### config.mk
export PLATFORM = sky130hd
export DESIGN_NAME = upsample_pad_stream_flat
export DESIGN_NICKNAME = d
export VERILOG_FILES = /design/src/rtl/upsample_pad_stream_if.sv /design/src/rtl/upsample_pad_stream.sv /design/src/flat_wrapper.sv
export SDC_FILE = /design/constraint.sdc
export NUM_CORES = 1
export LEC_CHECK = 0
export CAP_MARGIN = 20
export CORE_MARGIN = 2
export CORE_UTILIZATION = 48
export CTS_CLUSTER_SIZE = 14
export DETAILED_ROUTE_END_ITERATION = 10
export PLACE_DENSITY = 0.78
export REMOVE_ABC_BUFFERS = 1
export SLEW_MARGIN = 20
export SYNTH_ARGS = -nofsm -noshare
export SYNTH_HDL_FRONTEND = slang
export SYNTH_SLANG_ARGS = --single-unit
export TNS_END_PERCENT = 100
### constraint.sdc
create_clock -name clk -period 3.2 [get_ports clk]
set_clock_uncertainty 0.05 [all_clocks]
set_input_delay 0.96 -clock clk [delete_from_list [all_inputs] [get_ports clk]]
set_output_delay 0.96 -clock clk [all_outputs]
set_load 0.01 [all_outputs]
### src/rtl/upsample_pad_stream_if.sv
// Stream bundle for upsample_pad_stream.
//   slave  : block side (consumes valid_in/data_in/ready_in, drives the rest)
//   master : environment side (drives valid_in/data_in/ready_in)
// Signals: valid_in, data_in, ready_out (upstream handshake);
//          valid_out, data_out, ready_in (downstream handshake); busy.
// Optional macro UPS_FRAME_MARK_EN adds eol_out / eof_out frame markers.
interface upsample_pad_stream_if #(
  parameter int unsigned DATA_WIDTH = 16
);
  logic                  valid_in;
  logic [DATA_WIDTH-1:0] data_in;
  logic                  ready_out;
  logic                  valid_out;
  logic [DATA_WIDTH-1:0] data_out;
  logic                  ready_in;
  logic                  busy;
`ifdef UPS_FRAME_MARK_EN
  logic                  eol_out;
  logic                  eof_out;

  modport slave (
    input  valid_in, data_in, ready_in,
    output ready_out, valid_out, data_out, busy, eol_out, eof_out
  );
  modport master (
    output valid_in, data_in, ready_in,
    input  ready_out, valid_out, data_out, busy, eol_out, eof_out
  );
`else
  modport slave (
    input  valid_in, data_in, ready_in,
    output ready_out, valid_out, data_out, busy
  );
  modport master (
    output valid_in, data_in, ready_in,
    input  ready_out, valid_out, data_out, busy
  );
`endif
endinterface

### src/rtl/upsample_pad_stream.sv
// upsample_pad_stream: zero-insertion upsampler with zero border for
// transposed-conv front-ends. Takes an IN_W x IN_H raster frame, inserts
// STRIDE-1 zeros between samples in both axes, surrounds the result with a
// PAD-wide zero border and emits the OW x OH frame in raster order.
// Ports:
//   clk    - clock
//   rst_n  - synchronous active-low reset
//   bus    - upsample_pad_stream_if.slave (valid_in/data_in/ready_out upstream,
//            valid_out/data_out/ready_in downstream, busy)
// Optional macro UPS_FRAME_MARK_EN: adds registered eol_out/eof_out markers.
module upsample_pad_stream #(
  parameter int unsigned DATA_WIDTH = 16,
  parameter int unsigned IN_W       = 16,
  parameter int unsigned IN_H       = 16,
  parameter int unsigned STRIDE     = 2,
  parameter int unsigned PAD        = 2
) (
  input  logic                  clk,
  input  logic                  rst_n,
  upsample_pad_stream_if.slave  bus
);

  localparam int unsigned OW = (IN_W - 1) * STRIDE + 1 + 2 * PAD;
  localparam int unsigned OH = (IN_H - 1) * STRIDE + 1 + 2 * PAD;
  localparam int unsigned XW = $clog2(OW + 1);
  localparam int unsigned YW = $clog2(OH + 1);

  typedef enum logic {
    IDLE,
    RUN
  } state_e;

  state_e                state_q, state_d;
  logic [XW-1:0]         ox_q, ox_d;
  logic [YW-1:0]         oy_q, oy_d;
  logic                  valid_out_q, valid_out_d;
  logic [DATA_WIDTH-1:0] data_out_q, data_out_d;
  logic                  eol_q, eol_d;
  logic                  eof_q, eof_d;

  logic                  can_load;
  logic                  ready_out_c;
  logic                  load;
  logic [DATA_WIDTH-1:0] load_val;
  logic [31:0]           ox_i, oy_i;
  logic                  x_smp, y_smp;
  logic                  at_eol, at_last_row;

  // The output register may take a new value when it is empty or being drained.
  assign can_load = !valid_out_q || bus.ready_in;

  // Sample-position decode. The subtraction underflows for positions inside
  // the leading border, but the >= PAD term masks that case.
  always_comb begin
    ox_i        = 32'(ox_q);
    oy_i        = 32'(oy_q);
    x_smp       = (ox_i >= PAD) && (ox_i < OW - PAD) && (((ox_i - PAD) % STRIDE) == 0);
    y_smp       = (oy_i >= PAD) && (oy_i < OH - PAD) && (((oy_i - PAD) % STRIDE) == 0);
    at_eol      = (ox_q == XW'(OW - 1));
    at_last_row = (oy_q == YW'(OH - 1));
  end

  always_comb begin
    state_d     = state_q;
    ox_d        = ox_q;
    oy_d        = oy_q;
    valid_out_d = valid_out_q;
    data_out_d  = data_out_q;
    eol_d       = eol_q;
    eof_d       = eof_q;
    ready_out_c = 1'b0;
    load        = 1'b0;
    load_val    = '0;

    // Current word leaves (or slot was empty); refilled below if we load.
    if (can_load) begin
      valid_out_d = 1'b0;
    end

    case (state_q)
      IDLE: begin
        // valid_in only wakes the block; the sample is taken in RUN.
        if (bus.valid_in) begin
          state_d = RUN;
          ox_d    = '0;
          oy_d    = '0;
        end
      end
      RUN: begin
        if (x_smp && y_smp) begin
          ready_out_c = can_load;
          if (bus.valid_in && can_load) begin
            load     = 1'b1;
            load_val = bus.data_in;
          end
        end else if (can_load) begin
          load     = 1'b1;
          load_val = '0;
        end
      end
      default: state_d = IDLE;
    endcase

    if (load) begin
      valid_out_d = 1'b1;
      data_out_d  = load_val;
      eol_d       = at_eol;
      eof_d       = at_eol && at_last_row;
      if (at_eol) begin
        ox_d = '0;
        if (at_last_row) begin
          oy_d    = '0;
          state_d = IDLE;
        end else begin
          oy_d = oy_q + YW'(1);
        end
      end else begin
        ox_d = ox_q + XW'(1);
      end
    end
  end

  always_ff @(posedge clk) begin
    if (!rst_n) begin
      state_q     <= IDLE;
      ox_q        <= '0;
      oy_q        <= '0;
      valid_out_q <= 1'b0;
      data_out_q  <= '0;
      eol_q       <= 1'b0;
      eof_q       <= 1'b0;
    end else begin
      state_q     <= state_d;
      ox_q        <= ox_d;
      oy_q        <= oy_d;
      valid_out_q <= valid_out_d;
      data_out_q  <= data_out_d;
      eol_q       <= eol_d;
      eof_q       <= eof_d;
    end
  end

  assign bus.ready_out = ready_out_c;
  assign bus.valid_out = valid_out_q;
  assign bus.data_out  = data_out_q;
  assign bus.busy      = (state_q == RUN) || valid_out_q;

`ifdef UPS_FRAME_MARK_EN
  assign bus.eol_out = eol_q;
  assign bus.eof_out = eof_q;
`else
  // Markers are tracked regardless; without the ports they have no reader.
  logic unused_marks;
  assign unused_marks = eol_q ^ eof_q;
`endif

endmodule

### src/flat_wrapper.sv
// flat-port wrapper written by rule: the top's interface ports become plain ports
module upsample_pad_stream_flat 
#(
  parameter int unsigned DATA_WIDTH = 16,
  parameter int unsigned IN_W       = 16,
  parameter int unsigned IN_H       = 16,
  parameter int unsigned STRIDE     = 2,
  parameter int unsigned PAD        = 2
)
  (clk, rst_n, bus_valid_in, bus_data_in, bus_ready_in, bus_ready_out, bus_valid_out, bus_data_out, bus_busy);
  upsample_pad_stream_if #(.DATA_WIDTH(DATA_WIDTH)) bus_i ();
  input  logic clk;
  input  logic rst_n;
  input wire logic [$bits(bus_i.valid_in)-1:0] bus_valid_in;
  input wire logic [$bits(bus_i.data_in)-1:0] bus_data_in;
  input wire logic [$bits(bus_i.ready_in)-1:0] bus_ready_in;
  output wire logic [$bits(bus_i.ready_out)-1:0] bus_ready_out;
  output wire logic [$bits(bus_i.valid_out)-1:0] bus_valid_out;
  output wire logic [$bits(bus_i.data_out)-1:0] bus_data_out;
  output wire logic [$bits(bus_i.busy)-1:0] bus_busy;
  assign bus_i.valid_in = bus_valid_in;
  assign bus_i.data_in = bus_data_in;
  assign bus_i.ready_in = bus_ready_in;
  assign bus_ready_out = bus_i.ready_out;
  assign bus_valid_out = bus_i.valid_out;
  assign bus_data_out = bus_i.data_out;
  assign bus_busy = bus_i.busy;
  upsample_pad_stream #(.DATA_WIDTH(DATA_WIDTH), .IN_W(IN_W), .IN_H(IN_H), .STRIDE(STRIDE), .PAD(PAD)) u_core (.clk(clk), .rst_n(rst_n), .bus(bus_i));
endmodule
==> impl_metrics.json, run 1 <==
{
  "outcome": "finished clean",
  "postRouteAntennaNets": 0,
  "worst_path_largest_cell_delay_ns": 0.45,
  "cts-root-buf": "clkbuf_4",
  "ctsHoldBuffers": 0,
  "dp.cells": 250,
  "drc_errors": 0,
  "fp.coreArea_sq_mm": 0.00310,
  "flow.area_growth_from_synthesis_pct": 32.9,
  "crit_buf_inv": 2,
  "fin_cells": 259,
  "yosys_warnings": 0,
  "dieWidth_um": 61.6,
  "fmax_mhz": 324,
  "synth-async-reset-ratio": 0,
  "routed-via-count": 1476,
  "vias_per_cell": 5.70,
  "start_util": 0.513,
  "gr-total-overflow": 0,
  "port_buffers": 38,
  "grt_max_degree": 28,
  "slew_headroom": 0.666,
  "synth-edff-count": 0,
  "insertedDiodeCount": 0,
  "worstPathMaxFanout": 2,
  "post_synth_and_or_nand_nor_area_fraction": 0.295,
  "timing.hold.ws_ns": 0.480,
  "tightest_slew_ns": 0.500,
  "gp_congestion": 0.807,
  "dp_hpwl_um": 2730,
  "arrival_ns": 2.08,
  "endpoint_kind": "primary output",
  "final_core_util": 0.681,
  "hold_path.class": "flop to flop",
  "avgRoutedWirePerCell_um": 14.3,
  "synth_ff_type": "dfxtp_1",
  "setup_viol": 0,
  "most-common-layout-cells": "clkdlybuf4s50_1 (37), dfxtp_1 (30), nor2b_1 (17)",
  "synth_area_sq_mm": 0.00159,
  "hold_viol": 0,
  "synth_xor_area_frac": 0,
  "cts_buffers": 5,
  "finalInstanceArea_sq_mm": 0.00211,
  "h-tree-depth": 2,
  "rows": 20,
  "syn_area_per_cell_sq_um": 9.53,
  "synth_fa_ha_area_frac": 0.0472,
  "dpl-instance-area_sq_mm": 0.00204,
  "drtIter0Drc": 59,
  "muxShareOfSynthArea": 0.00629,
  "wl_um": 3700,
  "required_ns": 2.19,
  "finalPower_uw": 713,
  "antenna_found_initial": 0,
  "ys_types": 47,
  "die_y_um": 61.6,
  "grt_usage": 0.210,
  "grt_pass1_wl_um": 5870,
  "clock_latency_ns": 0.34,
  "crit_family": "buffers and inverters",
  "rsz0062_at_grt": "false",
  "final_common_cell": "clkdlybuf4s50_1",
  "crit_type": "input port to primary output",
  "fillCellCount": 279,
  "synth_compound_area_frac": 0.213,
  "period_share": 0.965,
  "synth_seq_cells": 30,
  "drt-pass1-iter-count": 4,
  "synthCells": 167,
  "slowest_stage": "clkdlybuf4s50_1",
  "clock_sinks": 30,
  "grt_pass1_vias": 1411,
  "vdd_drop_max_v": 0.000240,
  "crit_path_cell_trace": "clkdlybuf4s50_1, nand2b_1, nand2_1, nor4_2, buf_2",
  "drv_cap": 0,
  "startpoint_type": "input port",
  "cts_tree": "built",
  "num_io_pins": 39,
  "report.final.slew_viol_count": 0,
  "drive_above_1_share": 0.149,
  "powerDensity_mw_per_mm2": 337,
  "leakage_uw": 0.000741,
  "fin_crit_ns": 3.09,
  "clockBufferDepth": 2,
  "final_nets": 240,
  "dieArea_sq_mm": 0.00379,
  "synth_top_family_by_area": "simple AND/OR/NAND/NOR gates",
  "clk_pin_slew_ns": 0.09,
  "ys_seq_area_frac": 0.377
}
-- cells in the mapped netlist, types with 2 or more instances --
cell       number  area, sq um
dfxtp_1        30          601
nor2b_1        17          106
a22oi_1        16          120
nand3_1        10         50.1
nor3_1          7         35.0
ha_1            6         75.1
inv_1           6         22.5
or4_1           6         45.0
and3_1          4         25.0
clkbuf_1        4         15.0
nand2_1         4         15.0
nand2b_1        4         25.0
nand3b_1        4         30.0
buf_2           3         15.0
o2111ai_1       3         26.3
o31ai_1         3         22.5
a21boi_0        2         15.0
a21boi_1        2         15.0
and2_1          2         12.5
buf_6           2         22.5
nand4_1         2         12.5
o211ai_2        2         25.0
o21ai_0         2         10.0
o311ai_0        2         17.5
or3_1           2         12.5
-- sequential cells by signal, summed over array words and instances, names as in the netlist --
| signal | flops |
|---|---|
| u_core.bus.data_out | 16 |
| u_core.bus.valid_out | 1 |
| u_core.ox_q | 6 |
| u_core.oy_q | 6 |
| u_core.state_q | 1 |
-- cell type report --
class | count | area, sq um | area share
Sequential cell | 30 | 601 | 0.284
Multi-Input combinational cell | 120 | 900 | 0.425
Inverter | 6 | 22.5 | 0.0107
Timing Repair Buffer | 51 | 473 | 0.224
Clock inverter | 2 | 12.5 | 0.00592
Tap cell | 44 | 55.1 | 0.0260
Clock buffer | 6 | 51.3 | 0.0243
-- per-stage QoR --
step / setup slack, ns / TNS, ns
final: 0.112 / 0
after global routing: 0.00467 / 0
after CTS: 0.00675 / 0
after detailed placement: -0.350 / -0.350
after global placement: -0.246 / -0.246
after floorplan: 0.453 / 0
-- cell families after synthesis --
kind of cell             after synthesis
flip-flops                            30
adder cells (fa/ha/maj)                6
buffers and inverters                 17
AND/OR/NAND/NOR                       71
AO/OA/AOI/OAI                         42
multiplexers                           1
-- worst paths after layout --
check | endpoint | slack [ns] | startpoint | cells past startpoint
max | bus_ready_out | 0.11 | bus_ready_in | 5
min | u_core.oy_q[4]$_SDFF_PN0_ | 0.48 | u_core.oy_q[4]$_SDFF_PN0_ | 2
max reg2reg | u_core.ox_q[2]$_SDFFE_PN0P_ | 0.64 | u_core.oy_q[0]$_SDFF_PN0_ | 9
min reg2reg | u_core.oy_q[4]$_SDFF_PN0_ | 0.48 | u_core.oy_q[4]$_SDFF_PN0_ | 2
-- repair_timing --
action                     4_1_cts  5_1_grt
buffers inserted                 0        1
resized for setup                4        1
hold endpoints to repair         0        0
setup endpoints to repair        1        1
pin swaps                        1        1
-- worst reg2reg max path, delay by kind of cell (launching register included) --
kind / cells / cell delay, ns
buf+inv: 3 / 0.49
simple gates: 1 / 0.46
fa+ha+maj: 1 / 0.13
flops: 1 / 0.34
compound gates: 4 / 1.01
-- where the power goes --
part | internal [uW] | leakage [uW] | switching (uW) | total [uW]
clock network | 105 | 0.0000343 | 138 | 244
logic | 48.6 | 0.000464 | 40.6 | 89.2
registers | 376 | 0.000242 | 3.81 | 380
total | 530 | 0.000741 | 183 | 713
-- per-layer routing --
| metal | GRT usage | share of wire |
|---|---|---|
| met1 | 0.238 | 0.43 |
| met2 | 0.365 | 0.51 |
| met3 | 0.0546 | 0.037 |
| met4 | 0.100 | 0.015 |
| met5 | 0 | 0 |
(Power assumes the default switching activity.)
==> run 2, diff against run 1 <==
SKIP_LAST_GASP = 1   (was unset)
==> results of run 2 <==
Same layout as run 1: the final DEF is identical, and so are final timing and power.
==> run 3, diff against run 2 <==
MAX_ROUTING_LAYER = met4   (was unset)
TNS_END_PERCENT = 50   (was 100)
==> run 3 against run 2 <==
  * Die area did not move
  * Cell count did not move
  * Sequential power barely moved
  * Global-route usage rose by 0.65 points
  * Total power rose by 0.12%
  * Critical path type unchanged
  * Largest power group unchanged
==> impl_metrics.json, run 3 (synthesized netlist as in run 1, its figures left out) <==
{
  "grt_max_degree": 28,
  "start_util": 0.513,
  "insertedDiodeCount": 0,
  "powerDensity_mw_per_mm2": 338,
  "drc_errors": 0,
  "fin_crit_ns": 3.09,
  "hold_viol": 0,
  "dp.cells": 250,
  "fp.coreArea_sq_mm": 0.00310,
  "grt_pass1_wl_um": 5880,
  "dp_hpwl_um": 2730,
  "worst_path_largest_cell_delay_ns": 0.45,
  "fin_cells": 259,
  "slew_headroom": 0.655,
  "grt_pass1_vias": 1414,
  "crit_type": "input port to primary output",
  "cts_buffers": 5,
  "setup_viol": 0,
  "gr-total-overflow": 0,
  "avgRoutedWirePerCell_um": 14.3,
  "drive_above_1_share": 0.149,
  "drv_cap": 0,
  "num_io_pins": 39,
  "report.final.slew_viol_count": 0,
  "required_ns": 2.19,
  "routed-via-count": 1494,
  "drt-pass1-iter-count": 5,
  "h-tree-depth": 2,
  "endpoint_kind": "primary output",
  "largest_register_ffs": 16,
  "final_common_cell": "clkdlybuf4s50_1",
  "die_y_um": 61.6,
  "most-common-layout-cells": "clkdlybuf4s50_1 (37), dfxtp_1 (30), nor2b_1 (17)",
  "flow.area_growth_from_synthesis_pct": 32.9,
  "ctsHoldBuffers": 0,
  "postRouteAntennaNets": 0,
  "rsz0062_at_grt": "false",
  "arrival_ns": 2.08,
  "drtIter0Drc": 56,
  "gp_congestion": 0.819,
  "cts_tree": "built",
  "clk_pin_slew_ns": 0.09,
  "wl_um": 3710,
  "crit_path_cell_trace": "clkdlybuf4s50_1, nand2b_1, nand2_1, nor4_2, buf_2",
  "leakage_uw": 0.000741,
  "finalPower_uw": 714,
  "antenna_found_initial": 0,
  "outcome": "finished clean",
  "clock_sinks": 30,
  "grt_usage": 0.217,
  "slowest_stage": "clkdlybuf4s50_1",
  "final_nets": 240,
  "startpoint_type": "input port",
  "dieWidth_um": 61.6,
  "clock_latency_ns": 0.34,
  "cts-root-buf": "clkbuf_4",
  "worstPathMaxFanout": 2,
  "hold_path.class": "flop to flop",
  "clockBufferDepth": 2,
  "vias_per_cell": 5.77,
  "period_share": 0.965,
  "port_buffers": 38,
  "tightest_slew_ns": 0.517,
  "fmax_mhz": 324,
  "dieArea_sq_mm": 0.00379,
  "timing.hold.ws_ns": 0.478,
  "vdd_drop_max_v": 0.000239,
  "rows": 20
}
[run 3: cell counts in the layout (fill, tap and decap cells not counted)]
No cell type changed its count.
[run 3: final timing paths]
path                            endpoint  slack, ns  cells past startpoint                       from
max                        bus_ready_out       0.11                      5               bus_ready_in
min            u_core.oy_q[4]$_SDFF_PN0_       0.48                      2  u_core.oy_q[4]$_SDFF_PN0_
max reg2reg  u_core.ox_q[2]$_SDFFE_PN0P_       0.64                      9  u_core.oy_q[0]$_SDFF_PN0_
min reg2reg    u_core.oy_q[4]$_SDFF_PN0_       0.48                      2  u_core.oy_q[4]$_SDFF_PN0_
[run 3: timing repair]
item,4_1_cts,5_1_grt
resized for setup,4,1
setup endpoints to repair,1,1
setup buffers,0,1
pin swaps,1,1
[run 3: through the flow]
stage / instance area (sq um) / TNS, ns / utilization / setup WS (ns)
after CTS: 2110 / 0 / 0.681 / 0.00675
final: 2110 / 0 / 0.681 / 0.112
after detailed placement: 2040 / -0.350 / 0.658 / -0.350
after global routing: 2110 / 0 / 0.681 / 0.00467
after global placement: 2040 / -0.246 / 0.658 / -0.246
after floorplan: 1520 / 0 / - / 0.453
[run 3: layout make-up]
cell class | count | area (sq um)
fill | 279 | 988
multi-input combinational | 120 | 900
timing repair buffer | 51 | 473
sequential | 30 | 601
inverter | 6 | 22.5
clock inverter | 2 | 12.5
clock buffer | 6 | 51.3
tap | 44 | 55.1
[run 3: critical path: cells and delay by family]
| kind | cells | cell delay [ns] |
|---|---|---|
| buffers and inverters | 2 | 0.62 |
| AND/OR/NAND/NOR | 3 | 0.49 |
[run 3: where the power goes]
part           switching, uW  total (uW)  leakage, uW  internal, uW
Clock                    139         244    0.0000343           105
Combinational           41.0        89.6     0.000464          48.6
Sequential              3.83         380     0.000242           376
[run 3: routing by layer]
metal	global-route usage	routed length, um	vias to the layer above
met4	0.100	55	0
met5	-	0	-
met3	0.0546	134	6
li1	-	-	727
met2	0.364	1910	35
met1	0.239	1610	726
